`config.mk`:
```
export PLATFORM = sky130hd
export DESIGN_NAME = adc_frame_packer
export DESIGN_NICKNAME = d
export VERILOG_FILES = /design/src/rtl/adc_frame_pkg.sv /design/src/rtl/adc_frame_packer.sv
export SDC_FILE = /design/constraint.sdc
export NUM_CORES = 1
export LEC_CHECK = 0
export ABC_AREA = 1
export BUFFER_PORTS_ARGS = -buffer_cell sky130_fd_sc_hd__buf_2
export CELL_PAD_IN_SITES_DETAIL_PLACEMENT = 1
export CELL_PAD_IN_SITES_GLOBAL_PLACEMENT = 2
export CORE_MARGIN = 2
export CORE_UTILIZATION = 33
export DETAILED_ROUTE_END_ITERATION = 7
export PLACE_DENSITY = 0.94
export SLEW_MARGIN = 20
export SYNTH_ARGS = -nofsm -noshare
export SYNTH_HDL_FRONTEND = slang
export SYNTH_SLANG_ARGS = --single-unit
```
`constraint.sdc`:
```
create_clock -name clk -period 11.5 [get_ports clk]
set_input_delay 1.15 -clock clk [delete_from_list [all_inputs] [get_ports clk]]
set_output_delay 1.15 -clock clk [all_outputs]
set_load 0.02 [all_outputs]
```
`src/rtl/adc_frame_pkg.sv`:
```
// adc_frame_packer shared types and helpers.
// Channel helpers work on 16-channel, 16-bit-length vectors; callers zero-extend.
package adc_frame_pkg;

  typedef enum logic [2:0] {
    IDLE,
    LATCH,
    HEAD,
    CHID,
    DATA,
    DRAIN,
    CSUM,
    DONE
  } state_t;

  localparam logic [7:0] HEAD0_DEF = 8'h55;
  localparam logic [7:0] HEAD1_DEF = 8'hAA;
  localparam int MAX_FRAME = 4095;
  localparam int MAX_CH = 16;
  localparam int MAX_LW = 16;

  function automatic logic [4:0] next_ch(
    input logic [MAX_CH-1:0] mask,
    input logic [4:0]        from,
    input int                n
  );
    logic [4:0] r;
    r = 5'(n);
    for (int i = MAX_CH - 1; i >= 0; i--) begin
      if (i < n && 5'(i) >= from && mask[i]) r = 5'(i);
    end
    return r;
  endfunction

  // Saturates so an oversize frame can never wrap back into range.
  function automatic logic [12:0] frame_len(
    input logic [MAX_CH-1:0]        mask,
    input logic [MAX_CH*MAX_LW-1:0] lens,
    input int                       n
  );
    int t;
    t = 6;
    for (int i = 0; i < MAX_CH; i++) begin
      if (i < n && mask[i]) begin
        t = t + 1 + int'(32'(lens[i*MAX_LW +: MAX_LW]));
      end
    end
    return (t > 8191) ? 13'h1FFF : 13'(t);
  endfunction

endpackage

```
`src/rtl/adc_frame_packer.sv`:
```
// Packs masked per-channel ADC byte streams into one framed packet
// (header, channel IDs, payload, checksum) written into fifod.
module adc_frame_packer
  import adc_frame_pkg::*;
#(
  parameter int         NUM_CH = 4,
  parameter int         LEN_W  = 10,
  parameter logic [7:0] HEAD0  = HEAD0_DEF,
  parameter logic [7:0] HEAD1  = HEAD1_DEF
) (
  input  logic                    clk,
  input  logic                    rst,
  input  logic                    fs,
  output logic                    fd,
  output logic                    err,
  input  logic [7:0]              dev_kind,
  input  logic [NUM_CH-1:0]       ch_mask,
  input  logic [NUM_CH*LEN_W-1:0] ch_len,
  output logic [NUM_CH-1:0]       ch_rxen,
  input  logic [NUM_CH*8-1:0]     ch_rxd,
  input  logic                    fifod_full,
  output logic                    fifod_txen,
  output logic [7:0]              fifod_txd,
  output logic [11:0]             data_len
);

  state_t state, state_n;

  logic [7:0]              seq;
  logic [NUM_CH-1:0]       mask_q;
  logic [NUM_CH*LEN_W-1:0] lens_q;
  logic [4:0]              ch;
  logic [LEN_W-1:0]        cnt;
  logic [7:0]              csum;
  logic [2:0]              hidx;
  logic                    pend;

  logic [MAX_CH-1:0]        mask16;
  logic [MAX_CH*MAX_LW-1:0] lens16;
  logic [12:0]              total;
  logic                     bad;
  logic [4:0]               nxt_ch;
  logic [4:0]               first_ch;
  logic [LEN_W-1:0]         cur_len;
  logic [7:0]               cur_rxd;
  logic [7:0]               hbyte;
  logic                     rd;

  always_comb begin
    mask16 = 16'(mask_q);
    lens16 = '0;
    cur_len = '0;
    cur_rxd = '0;
    for (int i = 0; i < NUM_CH; i++) begin
      lens16[i*MAX_LW +: MAX_LW] = 16'(lens_q[i*LEN_W +: LEN_W]);
      if (ch == 5'(i)) begin
        cur_len = lens_q[i*LEN_W +: LEN_W];
        cur_rxd = ch_rxd[i*8 +: 8];
      end
    end
    total    = frame_len(mask16, lens16, NUM_CH);
    bad      = (mask_q == '0) || (total > 13'(MAX_FRAME));
    nxt_ch   = next_ch(mask16, ch + 5'd1, NUM_CH);
    first_ch = next_ch(mask16, 5'd0, NUM_CH);
  end

  always_comb begin
    unique case (hidx)
      3'd0:    hbyte = HEAD0;
      3'd1:    hbyte = HEAD1;
      3'd2:    hbyte = dev_kind;
      3'd3:    hbyte = seq;
      default: hbyte = 8'(mask_q);
    endcase
  end

  assign rd = (state == DATA) && (cnt != '0) && !fifod_full;

  always_ff @(posedge clk) begin
    if (rst) state <= IDLE;
    else     state <= state_n;
  end

  always_comb begin
    state_n = state;
    unique case (state)
      IDLE:  if (fs) state_n = LATCH;
      LATCH: state_n = bad ? DONE : HEAD;
      HEAD:  if (!fifod_full && hidx == 3'd4) state_n = CHID;
      CHID: begin
        if (!fifod_full) begin
          if (cur_len != '0)                state_n = DATA;
          else if (nxt_ch == 5'(NUM_CH))    state_n = CSUM;
        end
      end
      DATA:  if (rd && cnt == LEN_W'(1)) state_n = DRAIN;
      DRAIN: state_n = (nxt_ch == 5'(NUM_CH)) ? CSUM : CHID;
      CSUM:  if (!fifod_full) state_n = DONE;
      DONE:  if (!fs) state_n = IDLE;
      default: state_n = IDLE;
    endcase
  end

  always_comb begin
    ch_rxen    = '0;
    fifod_txen = 1'b0;
    fifod_txd  = 8'h00;
    fd         = (state == DONE);
    for (int i = 0; i < NUM_CH; i++) begin
      ch_rxen[i] = rd && (ch == 5'(i));
    end
    unique case (state)
      HEAD: begin
        fifod_txen = !fifod_full;
        fifod_txd  = hbyte;
      end
      CHID: begin
        fifod_txen = !fifod_full;
        fifod_txd  = 8'(ch);
      end
      DATA, DRAIN: begin
        fifod_txen = pend;
        fifod_txd  = pend ? cur_rxd : 8'h00;
      end
      CSUM: begin
        fifod_txen = !fifod_full;
        fifod_txd  = csum;
      end
      default: ;
    endcase
  end

  always_ff @(posedge clk) begin
    if (rst) begin
      seq      <= '0;
      mask_q   <= '0;
      lens_q   <= '0;
      ch       <= '0;
      cnt      <= '0;
      csum     <= '0;
      hidx     <= '0;
      pend     <= 1'b0;
      data_len <= '0;
      err      <= 1'b0;
    end else begin
      pend <= rd;
      // HEAD0/HEAD1 and the checksum byte itself stay out of the sum.
      if (fifod_txen && !(state == HEAD && hidx < 3'd2) && state != CSUM)
        csum <= csum + fifod_txd;
      unique case (state)
        IDLE: begin
          if (fs) begin
            mask_q <= ch_mask;
            lens_q <= ch_len;
            err    <= 1'b0;
            csum   <= '0;
          end
        end
        LATCH: begin
          if (bad) begin
            err      <= 1'b1;
            data_len <= '0;
          end else begin
            data_len <= total[11:0];
          end
          hidx <= '0;
          ch   <= first_ch;
        end
        HEAD: if (!fifod_full) hidx <= hidx + 3'd1;
        CHID: begin
          if (!fifod_full) begin
            if (cur_len != '0) cnt <= cur_len;
            else               ch  <= nxt_ch;
          end
        end
        DATA:  if (rd) cnt <= cnt - LEN_W'(1);
        DRAIN: ch <= nxt_ch;
        CSUM:  if (!fifod_full) seq <= seq + 8'd1;
        default: ;
      endcase
    end
  end

endmodule

```
Word-level counts from Yosys, hierarchy flattened

Cells that the tools add are included.

Register bits: 95
Bits of input ports: 88
Output and inout bits: 27
Word-level logic and storage cells: 149

Add/subtract/negate cells: 12
Magnitude comparators: 7
Eq/ne operators: 29
Mux-type cells: 52
Bitwise gates (word level): 1
Reduce and logical (&&, ||, !) cells: 37

Operator list:

| cell                    | count |
|---|---|
| $add A32 B11 Y32        | 3 |
| $add A32 B2 Y32 const B | 3 |
| $mux W32                | 3 |
| $mux W10                | 7 |
| $mux W8                 | 8 |
| $pmux W8 S4             | 2 |
| $mux W5                 | 8 |
| $mux W3                 | 13 |
| $gt A32 B14 Y1 const B  | 1 |
| $pmux W3 S8             | 1 |
| $ne A2 B2 Y1 const B    | 10 |
| $pmux W10 S2            | 1 |
| $reduce_bool A10 Y1     | 2 |
| $eq A3 B3 Y1 const B    | 5 |
| $logic_and A1 B1 Y1     | 15 |
| $pmux W5 S3             | 1 |
| $gt A13 B12 Y1 const B  | 1 |
| $mux W13                | 1 |
| $eq A3 B2 Y1 const B    | 4 |
| $mux W12                | 1 |
| $add A3 B10 Y11 const A | 1 |
| $mux W11                | 1 |
| $eq A10 B1 Y1 const B   | 1 |
| $eq A5 B2 Y1 const B    | 2 |
| other kinds (30)        | 43 |

Longest topological paths before layout

Depth in word-level cells: 17
Gate-level depth with buffers: 39
Mapped depth without buffers: 39

Worst setup path after synthesis

No wires, ideal clock.

Path type: reg-to-reg
From: register lens_q[0]
To: register data_len[5]
Library setup time: 0.116 ns
Data arrival time: 4.220 ns
Data required time: 11.384 ns
Path slack: 7.164 ns
Cell stages (with the launch flop): 37
Buffers on the path: 0
Clock period less this slack: 4.336 ns
Cell sequence: dfxtp_1 -> inv_1 -> ha_1 -> nand2_1 -> fa_1 -> nand2_1 -> nand3_1 -> o21ai_0 -> inv_1 -> nand2_1 -> nand2_1 -> nand2_1 -> nand3_1 -> o21ai_0 -> inv_1 -> ha_1 -> nand2_1 -> nand2_1 -> nor2_1 -> nand2_1 -> or2_2 -> nand3_1 -> nand2_1 -> ha_1 -> nand2_1 -> a21oi_1 -> a211oi_1 -> nand2_1 -> nand2_1 -> nand2_1 -> nand2_1 -> nor2_1 -> nand3_1 -> nand3_1 -> nand2_2 -> inv_2 -> nor2_1

Cells in the longest elaborated chain, start to end: 16

RTL lines:

| what                   | RTL line                | text |
|---|---|---|
| from (decl)            | adc_frame_packer.sv:31  | `logic [NUM_CH*LEN_W-1:0] lens_q;` |
| from (signal assigned) | adc_frame_packer.sv:154 | `lens_q <= ch_len;` |
| $add A3 B10 Y11 *      | adc_frame_pkg.sv:45     | `t = t + 1 + int'(32'(lens[i*MAX_LW +: MAX_LW]));` |
| $mux W11 *             | adc_frame_pkg.sv:44     | `if (i < n && mask[i]) begin` |
| $add A32 B2 Y32        | adc_frame_pkg.sv:45     |  |
| $add A32 B11 Y32       | adc_frame_pkg.sv:45     |  |
| $mux W32 *             | adc_frame_pkg.sv:44     |  |
| $add A32 B2 Y32        | adc_frame_pkg.sv:45     |  |
| $add A32 B11 Y32       | adc_frame_pkg.sv:45     |  |
| $mux W32 *             | adc_frame_pkg.sv:44     |  |
| $add A32 B2 Y32        | adc_frame_pkg.sv:45     |  |
| $add A32 B11 Y32       | adc_frame_pkg.sv:45     |  |
| $mux W32 *             | adc_frame_pkg.sv:44     |  |
| $gt A32 B14 Y1         | adc_frame_pkg.sv:48     | `return (t > 8191) ? 13'h1FFF : 13'(t);` |
| $mux W13 *             | adc_frame_pkg.sv:48     |  |
| $gt A13 B12 Y1         | adc_frame_packer.sv:62  | `bad = (mask_q == '0) \|\| (total > 13'(MAX_FRAME));` |
| $logic_or A1 B1 Y1     | adc_frame_packer.sv:62  |  |
| $mux W12 *             | adc_frame_packer.sv:160 | `if (bad) begin` |
| to (signal assigned)   | adc_frame_packer.sv:164 | `data_len <= total[11:0];` |
| to (decl)              | adc_frame_packer.sv:24  | `output logic [11:0] data_len` |

Every way passes the cells marked *; elsewhere a longest branch is shown, timed or not.
A chain may end at the register's enable or synchronous reset.

Final worst setup path

From: register mask_q[0]
To: register data_len[6]

Cells in the longest elaborated chain, start to end: 15
Elaborated cells on any way between the ends: 16
Those cells by class: add/sub (6); order compare (2); mux (6); reduce/logical (2)

RTL lines:

| what                   | RTL line                | text |
|---|---|---|
| from (decl)            | adc_frame_packer.sv:30  | `logic [NUM_CH-1:0] mask_q;` |
| from (signal assigned) | adc_frame_packer.sv:153 | `mask_q <= ch_mask;` |
| $mux W11               | adc_frame_pkg.sv:44     |  |
| $add A32 B2 Y32        | adc_frame_pkg.sv:45     |  |
| $add A32 B11 Y32       | adc_frame_pkg.sv:45     |  |
| $mux W32               | adc_frame_pkg.sv:44     |  |
| $add A32 B2 Y32        | adc_frame_pkg.sv:45     |  |
| $add A32 B11 Y32       | adc_frame_pkg.sv:45     |  |
| $mux W32               | adc_frame_pkg.sv:44     |  |
| $add A32 B2 Y32        | adc_frame_pkg.sv:45     |  |
| $add A32 B11 Y32       | adc_frame_pkg.sv:45     |  |
| $mux W32               | adc_frame_pkg.sv:44     |  |
| $gt A32 B14 Y1         | adc_frame_pkg.sv:48     |  |
| $mux W13               | adc_frame_pkg.sv:48     |  |
| $gt A13 B12 Y1         | adc_frame_packer.sv:62  |  |
| $logic_or A1 B1 Y1     | adc_frame_packer.sv:62  |  |
| $mux W12 *             | adc_frame_packer.sv:160 |  |

Marks and branches as above.

==> results.py <==
metrics = {
    "power": {
        "p_int_mw": 0.999,
        "p_per_area_nw_per_um2": 250,
        "power_frac_seq_pct": 23.6,
        "combPwrFrac_pct": 62.4,
        "power_switching_mw": 1.16,
        "netSwitchingFraction_pct": 53.7,
        "ir_drop_mv": 0.0779,
        "p_leak_nw": 4.20,
        "clock_power_share_pct": 13.9,
        "power_mw": 2.16,
    },
    "yosys": {
        "synth-compound-area-share_pct": 21.7,
        "synth_top_family_by_area": "simple AND/OR/NAND/NOR gates",
        "ys_warn_count": 0,
        "synthXorXnorAreaFrac_pct": 1.51,
        "yosysTopAreaCell": "dfxtp_1",
        "synth_seq_cells": 93,
        "syn_avg_cell_area_um2": 6.07,
        "yosys.area_share.simple_pct": 31.7,
        "yosysUniqueCellTypes": 49,
        "synth_edf_count": 0,
        "synth_nets": 1389,
        "synth.mux.area_fraction_pct": 0.133,
        "synth_top_area_share_pct": 24.7,
        "synthAdderAreaFrac_pct": 10.0,
        "synth_commonest_cells": "307 x nand2_1, 152 x inv_1, 133 x nor2_1, 118 x a21oi_1, 103 x o21ai_0",
        "yosysMostFrequentCell": "nand2_1",
        "async_flop_share_pct": 0,
        "synthCells": 1243,
        "synth_seq_area_share_pct": 24.7,
        "synthTopCellsByArea": "dfxtp_1 25%, nand2_1 15%, ha_1 9.0%",
        "synth_flop_cell": "dfxtp_1",
        "netlist_area_um2": 7550,
    },
    "clock_network": {
        "cts_root_buf": "clkbuf_16",
        "tritoncts": "yes",
        "ctsHoldBuffers": 0,
        "cts.sinks": 93,
        "post_cts_buffers": 0,
        "htreeDepth": 3,
        "numCtsBuffers": 9,
        "clock_latency_ps": 360,
        "cts_resized": 0,
        "cts_buffer_depth": 2,
        "clk_pin_slew_ps": 70,
    },
    "setup_path": {
        "cpMostUsedCell": "nand2_1",
        "end_kind": "flop",
        "rrSetupSlack_ps": 5880,
        "crit_path_start_kind": "flop",
        "crit_arrival_ps": 5880,
        "slowest_stage": "dfxtp_1",
        "setup.worst_path.class": "reg2reg",
        "crit_path_max_incr_delay_ps": 640,
        "crit_path_start": "mask_q[0]$_SDFFE_PP0P_",
        "cp_data_required_time_ps": 11760,
        "reg2reg_depth": 30,
        "worstReg2RegStart": "mask_q[0]$_SDFFE_PP0P_",
        "endpoint": "data_len[6]$_SDFFE_PP0P_",
        "path_max_fanout": 12,
        "r2r-end": "data_len[6]$_SDFFE_PP0P_",
    },
    "die": {
        "rows": 55,
        "ioPinCount": 115,
        "die_area_um2": 24100,
        "core_area_um2": 22600,
        "die_width_um": 155,
        "die_h_um": 155,
        "start_util_pct": 33.4,
    },
    "route": {
        "wl_per_cell_um": 17.5,
        "drc": 0,
        "num_vias": 8533,
        "ant_nets": 0,
        "vias_per_cell": 5.25,
        "first_iter_violations": 532,
        "dr.pass1.iters": 5,
        "totalWireLength_um": 28400,
    },
    "final_layout": {
        "multi_input_area_um2": 4910,
        "stdcell_area_um2": 8650,
        "drive_gt1_share_pct": 12.1,
        "final-seq-area_um2": 1860,
        "area_delta_synth_final_pct": 14.6,
        "layout.nets": 1481,
        "n_fill_cell": 3107,
        "diodes": 0,
    },
    "grt": {
        "antenna_found_initial": 0,
        "grt_pass1_vias": 8431,
        "grt_use_total_pct": 23.6,
        "grt_overflow_total": 0,
        "grt_pass1_wl_um": 44900,
        "grt_max_degree": 81,
    },
    "sta": {
        "skew_ps": 9.59,
        "setup-violations-final": 0,
        "setup-tns-final_ps": 0,
        "worstMarginPinSlew_ps": 959,
        "rsz0062_at_grt": "false",
        "hold_viol": 0,
        "period_minus_slack_ps": 5620,
        "finalCritPeriodShare_pct": 48.9,
        "drv_slew": 0,
        "max_freq_mhz": 178,
        "maxSlewHeadroom_pct": 35.9,
    },
    "job": {
        "cap_violations": 0,
    },
    "placement": {
        "port_buffers": 114,
        "hpwl_um": 22800,
        "place.gp.congestion": 0.917,
        "place_area_um2": 8360,
    },
    "status": {
        "status": "finished, final reports clean",
    },
    "worst_hold_path": {
        "hold_path.class": "reg2reg",
        "hp-start": "data_len[2]$_SDFFE_PP0P_",
    },
}
[sequential cells by signal, summed over array words and instances (netlist names)]
name	flops
cnt	10
csum	8
data_len	12
state	3
seq	8
lens_q	40
err	1
pend	1
mask_q	4
hidx	3
ch	3
[cells by family (layout without fill, tap and decap cells)]
group                    Yosys count  after routing
AO/OA/AOI/OAI                    299            299
XOR/XNOR                          13             13
adder cells (fa/ha/maj)           58             58
buffers and inverters            203            300
flip-flops                        93             93
multiplexers                       1              1
AND/OR/NAND/NOR                  576            576
[cell usage in the layout, fill, tap and decap left out, types with 8 or more instances in the layout]
cell,n
a21oi_1,118
buf_2,114
clkbuf_16,9
dfxtp_1,93
ha_1,54
inv_1,152
inv_2,10
nand2_1,306
nand3_1,90
nand4_1,9
nor2_1,133
nor3_1,12
o211ai_1,15
o21ai_0,103
o21ai_1,26
xnor2_1,8
[worst max-delay path: cells and delay by family (launching register included)]
kind / cells / cell delay [ps]
DFF: 1 / 640
xor gates and xnor gates: 2 / 390
buffers and inverters: 3 / 500
and+or+nand+nor: 17 / 1770
adders and majority gates: 3 / 1160
AOI/OAI and AO/OA: 5 / 1060
[metrics by stage]
stage | cells | util (%) | setup WS, ps | hold slack (ps)
2_1_floorplan | 1243 | - | 7160 | 443
3_3_place_gp | 1609 | 37.0 | 6280 | 456
3_5_place_dp | 1609 | 37.0 | 6040 | 462
4_1_cts | 1625 | 38.3 | 6020 | 473
5_1_grt | 1625 | 38.3 | 5450 | 518
6_report | 1625 | 38.3 | 5880 | 470
[worst min path at each step]
stage / to / slack, ps / cells past startpoint
floorplan: lens_q[14]$_SDFFE_PP0P_ / 440 / 2
finish: data_len[2]$_SDFFE_PP0P_ / 470 / 2
detailed placement: data_len[2]$_SDFFE_PP0P_ / 460 / 2
global placement: data_len[2]$_SDFFE_PP0P_ / 460 / 2
CTS: data_len[2]$_SDFFE_PP0P_ / 470 / 2
global route: data_len[2]$_SDFFE_PP0P_ / 520 / 2
[power groups by stage]
stage	combinational [mW]	clock, mW	sequential, mW
after CTS	1.34	0.307	0.508
final	1.35	0.301	0.510
after global placement	1.30	0	0.513
after detailed placement	1.33	0	0.515
after global routing	1.51	0.318	0.521
after floorplan	0.951	0	0.492
[routing by layer]
metal,track usage [%],routed length (um),vias to the layer above
li1,-,-,4269
met1,32.8,13900,4050
met2,38.3,12600,174
met3,2.51,1060,40
met4,7.99,799,0
met5,0,0,-
[final cells by class]
class / count / area share, %
clock buffers: 11 / 2.92
clock inverters: 5 / 0.405
inverters: 163 / 7.08
flip-flops and latches: 93 / 21.5
multi-input cells: 947 / 56.7
well taps: 285 / 4.12
repair buffers: 121 / 7.21
(Power assumes the default switching activity.)
